$ cat src/rtl/code_entry_ctrl.sv
// Number-lock keypad stage: 6-digit entry buffer, password compare, open/error/lockout FSM, 7-seg image.
// Build option MASK_ENTRY_EN: entered digits are displayed as '-' instead of their values.
module code_entry_ctrl #(
  parameter logic [23:0] PASSWORD    = 24'h123456,
  parameter int unsigned OPEN_CYCLES = 150000000,
  parameter int unsigned ERR_CYCLES  = 50000000,
  parameter int unsigned LOCK_CYCLES = 500000000,
  parameter int unsigned MAX_FAIL    = 3
) (
  input  logic       clk,
  input  logic       rst_n,
  input  logic       key_valid,
  input  logic [3:0] key_code,
  output logic [6:0] seg_data_0,
  output logic [6:0] seg_data_1,
  output logic [6:0] seg_data_2,
  output logic [6:0] seg_data_3,
  output logic [6:0] seg_data_4,
  output logic [6:0] seg_data_5,
  output logic       unlocked,
  output logic       alarm,
  output logic [2:0] fail_cnt
);

  typedef enum logic [2:0] {
    ST_IDLE, ST_ENTRY, ST_CHECK, ST_OPEN, ST_ERROR, ST_LOCKOUT
  } state_t;

  localparam logic [3:0]  KEY_CLEAR  = 4'hA;
  localparam logic [3:0]  KEY_BACK   = 4'hB;
  localparam logic [3:0]  KEY_ENTER  = 4'hE;
  localparam logic [31:0] OPEN_LAST  = 32'(OPEN_CYCLES - 1);
  localparam logic [31:0] ERR_LAST   = 32'(ERR_CYCLES - 1);
  localparam logic [31:0] LOCK_LAST  = 32'(LOCK_CYCLES - 1);
  localparam logic [2:0]  FAIL_LIMIT = 3'(MAX_FAIL);

  // Active-low segments, bit0 = a .. bit6 = g.
  localparam logic [6:0] SEG_BLANK = 7'h7F;
  localparam logic [6:0] SEG_DASH  = 7'h3F;
  localparam logic [6:0] SEG_O     = 7'h40;
  localparam logic [6:0] SEG_P     = 7'h0C;
  localparam logic [6:0] SEG_E     = 7'h06;
  localparam logic [6:0] SEG_N     = 7'h2B;
  localparam logic [6:0] SEG_R     = 7'h2F;

  function automatic logic [6:0] seg_digit(input logic [3:0] d);
    case (d)
      4'd0:    seg_digit = 7'h40;
      4'd1:    seg_digit = 7'h79;
      4'd2:    seg_digit = 7'h24;
      4'd3:    seg_digit = 7'h30;
      4'd4:    seg_digit = 7'h19;
      4'd5:    seg_digit = 7'h12;
      4'd6:    seg_digit = 7'h02;
      4'd7:    seg_digit = 7'h78;
      4'd8:    seg_digit = 7'h00;
      4'd9:    seg_digit = 7'h10;
      default: seg_digit = SEG_BLANK;
    endcase
  endfunction

  state_t      state_q, state_d;
  logic [23:0] buffer_q, buffer_d;
  logic [2:0]  count_q, count_d;
  logic [2:0]  fail_d, fail_inc;
  logic [31:0] timer_q, timer_d;
  logic        match_q, match_d;
  logic        fail_event;
  logic [6:0]  seg_q [6];
  logic [6:0]  seg_d [6];
  logic [6:0]  digit_seg;

  // NOTE: every always_comb output gets a default first, so no path can leave it unassigned and infer a latch.
  always_comb begin
    state_d    = state_q;
    buffer_d   = buffer_q;
    count_d    = count_q;
    fail_d     = fail_cnt;
    timer_d    = timer_q;
    match_d    = match_q;
    fail_event = 1'b0;
    fail_inc   = fail_cnt + 3'd1;

    case (state_q)
      ST_IDLE, ST_ENTRY: begin
        if (key_valid) begin
          if (key_code <= 4'd9) begin
            if (count_q < 3'd6) begin
              buffer_d = {buffer_q[19:0], key_code};
              count_d  = count_q + 3'd1;
              state_d  = ST_ENTRY;
            end
          end else if (key_code == KEY_BACK) begin
            if (count_q != 3'd0) begin
              buffer_d = buffer_q >> 4;
              count_d  = count_q - 3'd1;
              if (count_q == 3'd1) state_d = ST_IDLE;
            end
          end else if (key_code == KEY_CLEAR) begin
            buffer_d = '0;
            count_d  = '0;
            state_d  = ST_IDLE;
          end else if (key_code == KEY_ENTER) begin
            if (count_q == 3'd6) begin
              match_d = (buffer_q == PASSWORD);
              state_d = ST_CHECK;
            end else begin
              fail_event = 1'b1;
            end
          end
        end
      end
      ST_CHECK: begin
        if (match_q) begin
          fail_d  = '0;
          timer_d = '0;
          state_d = ST_OPEN;
        end else begin
          fail_event = 1'b1;
        end
      end
      ST_OPEN: begin
        if ((key_valid && key_code == KEY_CLEAR) || timer_q == OPEN_LAST) begin
          buffer_d = '0;
          count_d  = '0;
          state_d  = ST_IDLE;
        end else begin
          timer_d = timer_q + 32'd1;
        end
      end
      ST_ERROR: begin
        if (timer_q == ERR_LAST) state_d = ST_IDLE;
        else                     timer_d = timer_q + 32'd1;
      end
      ST_LOCKOUT: begin
        if (timer_q == LOCK_LAST) begin
          fail_d  = '0;
          state_d = ST_IDLE;
        end else begin
          timer_d = timer_q + 32'd1;
        end
      end
      default: state_d = ST_IDLE;
    endcase

    // Short entry and code mismatch share one failure path.
    if (fail_event) begin
      fail_d   = fail_inc;
      buffer_d = '0;
      count_d  = '0;
      timer_d  = '0;
      state_d  = (fail_inc == FAIL_LIMIT) ? ST_LOCKOUT : ST_ERROR;
    end
  end

  always_comb begin
    digit_seg = SEG_BLANK;
    for (int i = 0; i < 6; i++) seg_d[i] = SEG_BLANK;
    case (state_q)
      ST_ENTRY, ST_CHECK: begin
        for (int i = 0; i < 6; i++) begin
`ifdef MASK_ENTRY_EN
          digit_seg = SEG_DASH;
`else
          digit_seg = seg_digit(buffer_q[4*i +: 4]);
`endif
          if (i < int'(count_q)) seg_d[i] = digit_seg;
        end
      end
      ST_OPEN: begin
        seg_d[3] = SEG_O;
        seg_d[2] = SEG_P;
        seg_d[1] = SEG_E;
        seg_d[0] = SEG_N;
      end
      ST_ERROR: begin
        seg_d[2] = SEG_E;
        seg_d[1] = SEG_R;
        seg_d[0] = SEG_R;
      end
      ST_LOCKOUT: begin
        for (int i = 0; i < 6; i++) seg_d[i] = SEG_DASH;
      end
      default: ;
    endcase
  end

  // NOTE: state uses non-blocking assignments so every register samples pre-edge values regardless of order.
  always_ff @(posedge clk or negedge rst_n) begin
    if (!rst_n) begin
      state_q  <= ST_IDLE;
      buffer_q <= '0;
      count_q  <= '0;
      fail_cnt <= '0;
      timer_q  <= '0;
      match_q  <= 1'b0;
      unlocked <= 1'b0;
      alarm    <= 1'b0;
      // NOTE: the display array is six flops, not a RAM, so it is reset to a known blank image.
      for (int i = 0; i < 6; i++) seg_q[i] <= SEG_BLANK;
    end else begin
      state_q  <= state_d;
      buffer_q <= buffer_d;
      count_q  <= count_d;
      fail_cnt <= fail_d;
      timer_q  <= timer_d;
      match_q  <= match_d;
      unlocked <= (state_q == ST_OPEN);
      alarm    <= (state_q == ST_LOCKOUT);
      for (int i = 0; i < 6; i++) seg_q[i] <= seg_d[i];
    end
  end

  assign seg_data_0 = seg_q[0];
  assign seg_data_1 = seg_q[1];
  assign seg_data_2 = seg_q[2];
  assign seg_data_3 = seg_q[3];
  assign seg_data_4 = seg_q[4];
  assign seg_data_5 = seg_q[5];

endmodule

$ cat config.mk
export PLATFORM = sky130hd
export DESIGN_NAME = code_entry_ctrl
export DESIGN_NICKNAME = d
export VERILOG_FILES = /design/src/rtl/code_entry_ctrl.sv
export SDC_FILE = /design/constraint.sdc
export NUM_CORES = 1
export LEC_CHECK = 0
export ABC_CLOCK_PERIOD_IN_PS = 2700
export CORE_AREA = 2 2 112 125
export DETAILED_ROUTE_END_ITERATION = 12
export DIE_AREA = 0 0 114 127
export HOLD_SLACK_MARGIN = 0.1
export PLACE_DENSITY = 0.72
export SLEW_MARGIN = 10
export SYNTH_ARGS = -nofsm -noshare
export SYNTH_HDL_FRONTEND = slang
export SYNTH_SLANG_ARGS = --single-unit
$ cat constraint.sdc
create_clock -name clk -period 2.7 [get_ports clk]
set_input_delay 0.675 -clock clk [delete_from_list [all_inputs] [get_ports clk]]
set_output_delay 0.675 -clock clk [all_outputs]
set_load 0.01 [all_outputs]
==> summary.md <==
## Timing
- Max-Slew Margin vs Limit: 0.401
- smallest setup slack after layout: -0.0962 ns
- total negative setup slack: -2.25 ns
- Finish-stage setup viols: 41
- period utilisation layout: 1.04
- number of max-slew violations in the final report: 0
- worst-margin pin slew: 0.887 ns
- Worst Clk Skew: 0.00730 ns
- shortest period the worst path allows: 2.80 ns
- Highest Clock Rate: 358 MHz
- Fin. Hold Viols: 0
- unrepaired setup endpoints after global routing: yes

## Worst setup path
- kind of cell adding the most delay to the critical path: simple AND/OR/NAND/NOR gates
- critical path startpoint category: flop
- CP max stage cell: sky130_fd_sc_hd__or4_4
- peak fanout along the critical path: 8
- category of the critical setup timing path: flop to flop
- Worst Path Required: 2.93 ns
- slowest cell delay on critical path: 0.56 ns
- R2R Setup Slk: -0.1 ns
- crit path DAT: 3.03 ns
- buffer and inverter count on the worst path: 2
- endpoint kind of the worst setup timing path: flop
- start of the worst register-to-register path: timer_q[30]
- crit path launch: timer_q[30]
- series of cell instances along the critical path: or4_4 -> or2_4 -> or4_4 -> a211oi_4 -> a22oi_2 -> buf_12 -> buf_12 -> a41oi_2 -> a31oi_1

## Yosys
- largest cells by area after synthesis: sky130_fd_sc_hd__dfrtp_1 26%, sky130_fd_sc_hd__dfstp_2 17%, sky130_fd_sc_hd__ha_1 7.3%
- combined area of all synthesized cells: 0.00648 mm²
- count of mapped cells out of synthesis: 738
- dominant register cell in the synthesized netlist: sky130_fd_sc_hd__dfrtp_1
- YS warnings: 0
- count of flip-flops with a built-in enable after synthesis: 0
- portion of the post-synthesis area used by sequential elements: 0.433
- average cell area after synthesis: 8.78 µm²
- post-synth cell types: 66
- largest area contributor in the netlist: sky130_fd_sc_hd__dfrtp_1
- number of synthesized register bits: 110
- number of nets in the synthesized netlist: 783
- share of the synthesized area in the top cell type: 0.263
- share of async-settable or async-resettable flops after synthesis: 1.00

## GRT
- number of antenna violations at the first check in global routing: 0
- leftover overflow at the end of global routing: 0
- number of global-route vias before repair: 6126
- All-Layer GR Usage: 0.269
- largest net degree at the start of global routing: 61
- first-pass GRT wire length: 30.6 mm

## Status
- status: finished with violations
- violated checks: setup timing

## Drt
- WL per Instance: 18.5 µm
- drt pass-1 iters: 5
- via total after detailed routing: 6278
- post-detailed-route count of antenna-violating nets: 0
- first-iteration detailed-routing DRC count: 373
- final wirelength: 19.1 mm
- via density per instance: 6.08
- drc violations: 0

## Final layout
- fraction of final layout cells sized beyond drive strength 1: 0.259
- number of antenna cells inserted: 0
- count of fill cells added during filler insertion: 1078
- Final #Nets: 911
- commonest non-fill, non-tap cell in the layout: sky130_fd_sc_hd__buf_4
- multi-input combinational cell area: 0.00367 mm²
- Layout Area Growth over Synthesis: 31.4%
- highest-count cells in the layout ignoring fill and taps: 92 x sky130_fd_sc_hd__buf_4, 85 x sky130_fd_sc_hd__nand2_1, 68 x sky130_fd_sc_hd__dfrtp_1, 61 x sky130_fd_sc_hd__nor2_1, 59 x sky130_fd_sc_hd__o21ai_0
- footprint of the flip-flops and latches: 0.00281 mm²

## Die
- Die Ht: 127 µm
- number of standard-cell rows in the floorplan: 44
- die outline area: 0.0145 mm²
- area inside the core boundary: 0.0131 mm²
- boundary pin count: 54
- die span in x: 114 µm
- starting density of the core: 0.495

## Power and ir drop
- P per Cell Area: 958 mW/mm²
- Pleak: 3.63 nW
- Worst VDD drop: 0.366 mV

## Placement
- number of port buffers: 53
- gp weighted congestion: 0.927
- pre-CTS setup slack: -0.609 ns
- dpl hpwl: 13.8 mm

## Clock tree
- CTS tree: built
- buffer type at the clock tree root: sky130_fd_sc_hd__clkbuf_16
- number of buffers created by CTS: 9
- CTS H-tree lvls: 3
- hold_buf cts: 0
- TritonCTS sink count: 110
- Max clock buf depth: 2
- clock transition time at the flip-flop clock pins of the worst setup and hold paths: 0.07 ns
- clk_lat worst skew: 0.36 ns

## Hold path
- type of the tightest min-delay check: primary input to asynchronous set/reset pin

## Flow run
- MaxCap Viol Count: 0

==> routing by layer <==
metal	track usage	up-vias	part of all wire	wire length [µm]
li1	-	2926	-	-
met1	0.332	3041	0.40	7660
met5	0	-	0	0
met4	0.167	0	0.058	1110
met2	0.444	234	0.49	9310
met3	0.0365	77	0.052	999
==> synthesized netlist by cell type (all sizes together) (6+ instances only) <==
library cell / instances
a211oi: 6
a21oi: 72
a221oi: 12
a22oi: 9
a311oi: 7
a31oi: 12
and2: 10
and3: 9
clkbuf: 36
dfrtp: 68
dfstp: 42
ha: 38
inv: 31
maj3: 6
nand2: 89
nand2b: 15
nand3: 22
nand4: 10
nor2: 62
nor2b: 12
nor3: 15
o21ai: 69
o31ai: 7
or4: 9
==> flip-flops by register name (all words and copies together), names as in the netlist <==
register    flops
seg_data_3      7
seg_data_1      7
fail_cnt        3
match_q         1
seg_data_2      7
unlocked        1
count_q         3
seg_data_4      7
alarm           1
seg_data_5      7
state_q         3
timer_q        32
seg_data_0      7
buffer_q       24
==> cells by family after synthesis <==
logic type,after synthesis,share of synthesized area
AND/OR/NAND/NOR,283,0.219
AO/OA/AOI/OAI,224,0.214
flip-flops,110,0.433
buffers and inverters,72,0.0442
adder cells (fa/ha/maj),44,0.0826
multiplexers,3,0.00463
XOR/XNOR,2,0.00270
==> area by class of cell <==
type,instances,area share
well taps,161,0.0237
multi-input cells,556,0.431
flip-flops and latches,110,0.330
clock buffers,12,0.0290
repair buffers,158,0.169
clock inverters,4,0.00367
inverters,31,0.0137
==> metrics by stage <==
| stage | instances | hold slack (ns) | instance area [µm²] | util | power, mW |
|---|---|---|---|---|---|
| 2_1_floorplan | 738 | 0.379 | 6480 | - | 4.86 |
| 3_3_place_gp | 1005 | 0.491 | 7800 | 0.595 | 6.36 |
| 3_5_place_dp | 1005 | 0.512 | 7800 | 0.595 | 6.47 |
| 4_1_cts | 1028 | 0.200 | 8310 | 0.634 | 7.97 |
| 5_1_grt | 1032 | 0.219 | 8510 | 0.650 | 8.77 |
| 6_report | 1032 | 0.204 | 8510 | 0.650 | 8.16 |
==> timing repair <==
item | in CTS | in global routing
cloned | 2 | 1
pin swaps | 18 | 14
gates resized for setup | 45 | 35
buffers inserted | 5 | 3
setup endpoints to repair | 56 | 59
==> path summary, 6_finish.rpt <==
kind / endpoint / depth (start not counted)
max: timer_q[3] / 9
min: buffer_q[13] / 1
max reg2reg: timer_q[3] / 9
min reg2reg: fail_cnt[2] / 1
max in group asynchronous: seg_data_4[6] / 2
min in group clk: fail_cnt[2] / 1
==> where the power goes <==
| part | switching, mW | internal, mW | leakage, nW |
|---|---|---|---|
| clock network | 0.614 | 0.658 | 0.137 |
| logic | 2.32 | 1.85 | 2.15 |
| registers | 0.542 | 2.17 | 1.35 |
| total | 3.48 | 4.68 | 3.63 |
Power figures use the tool's default switching activity.
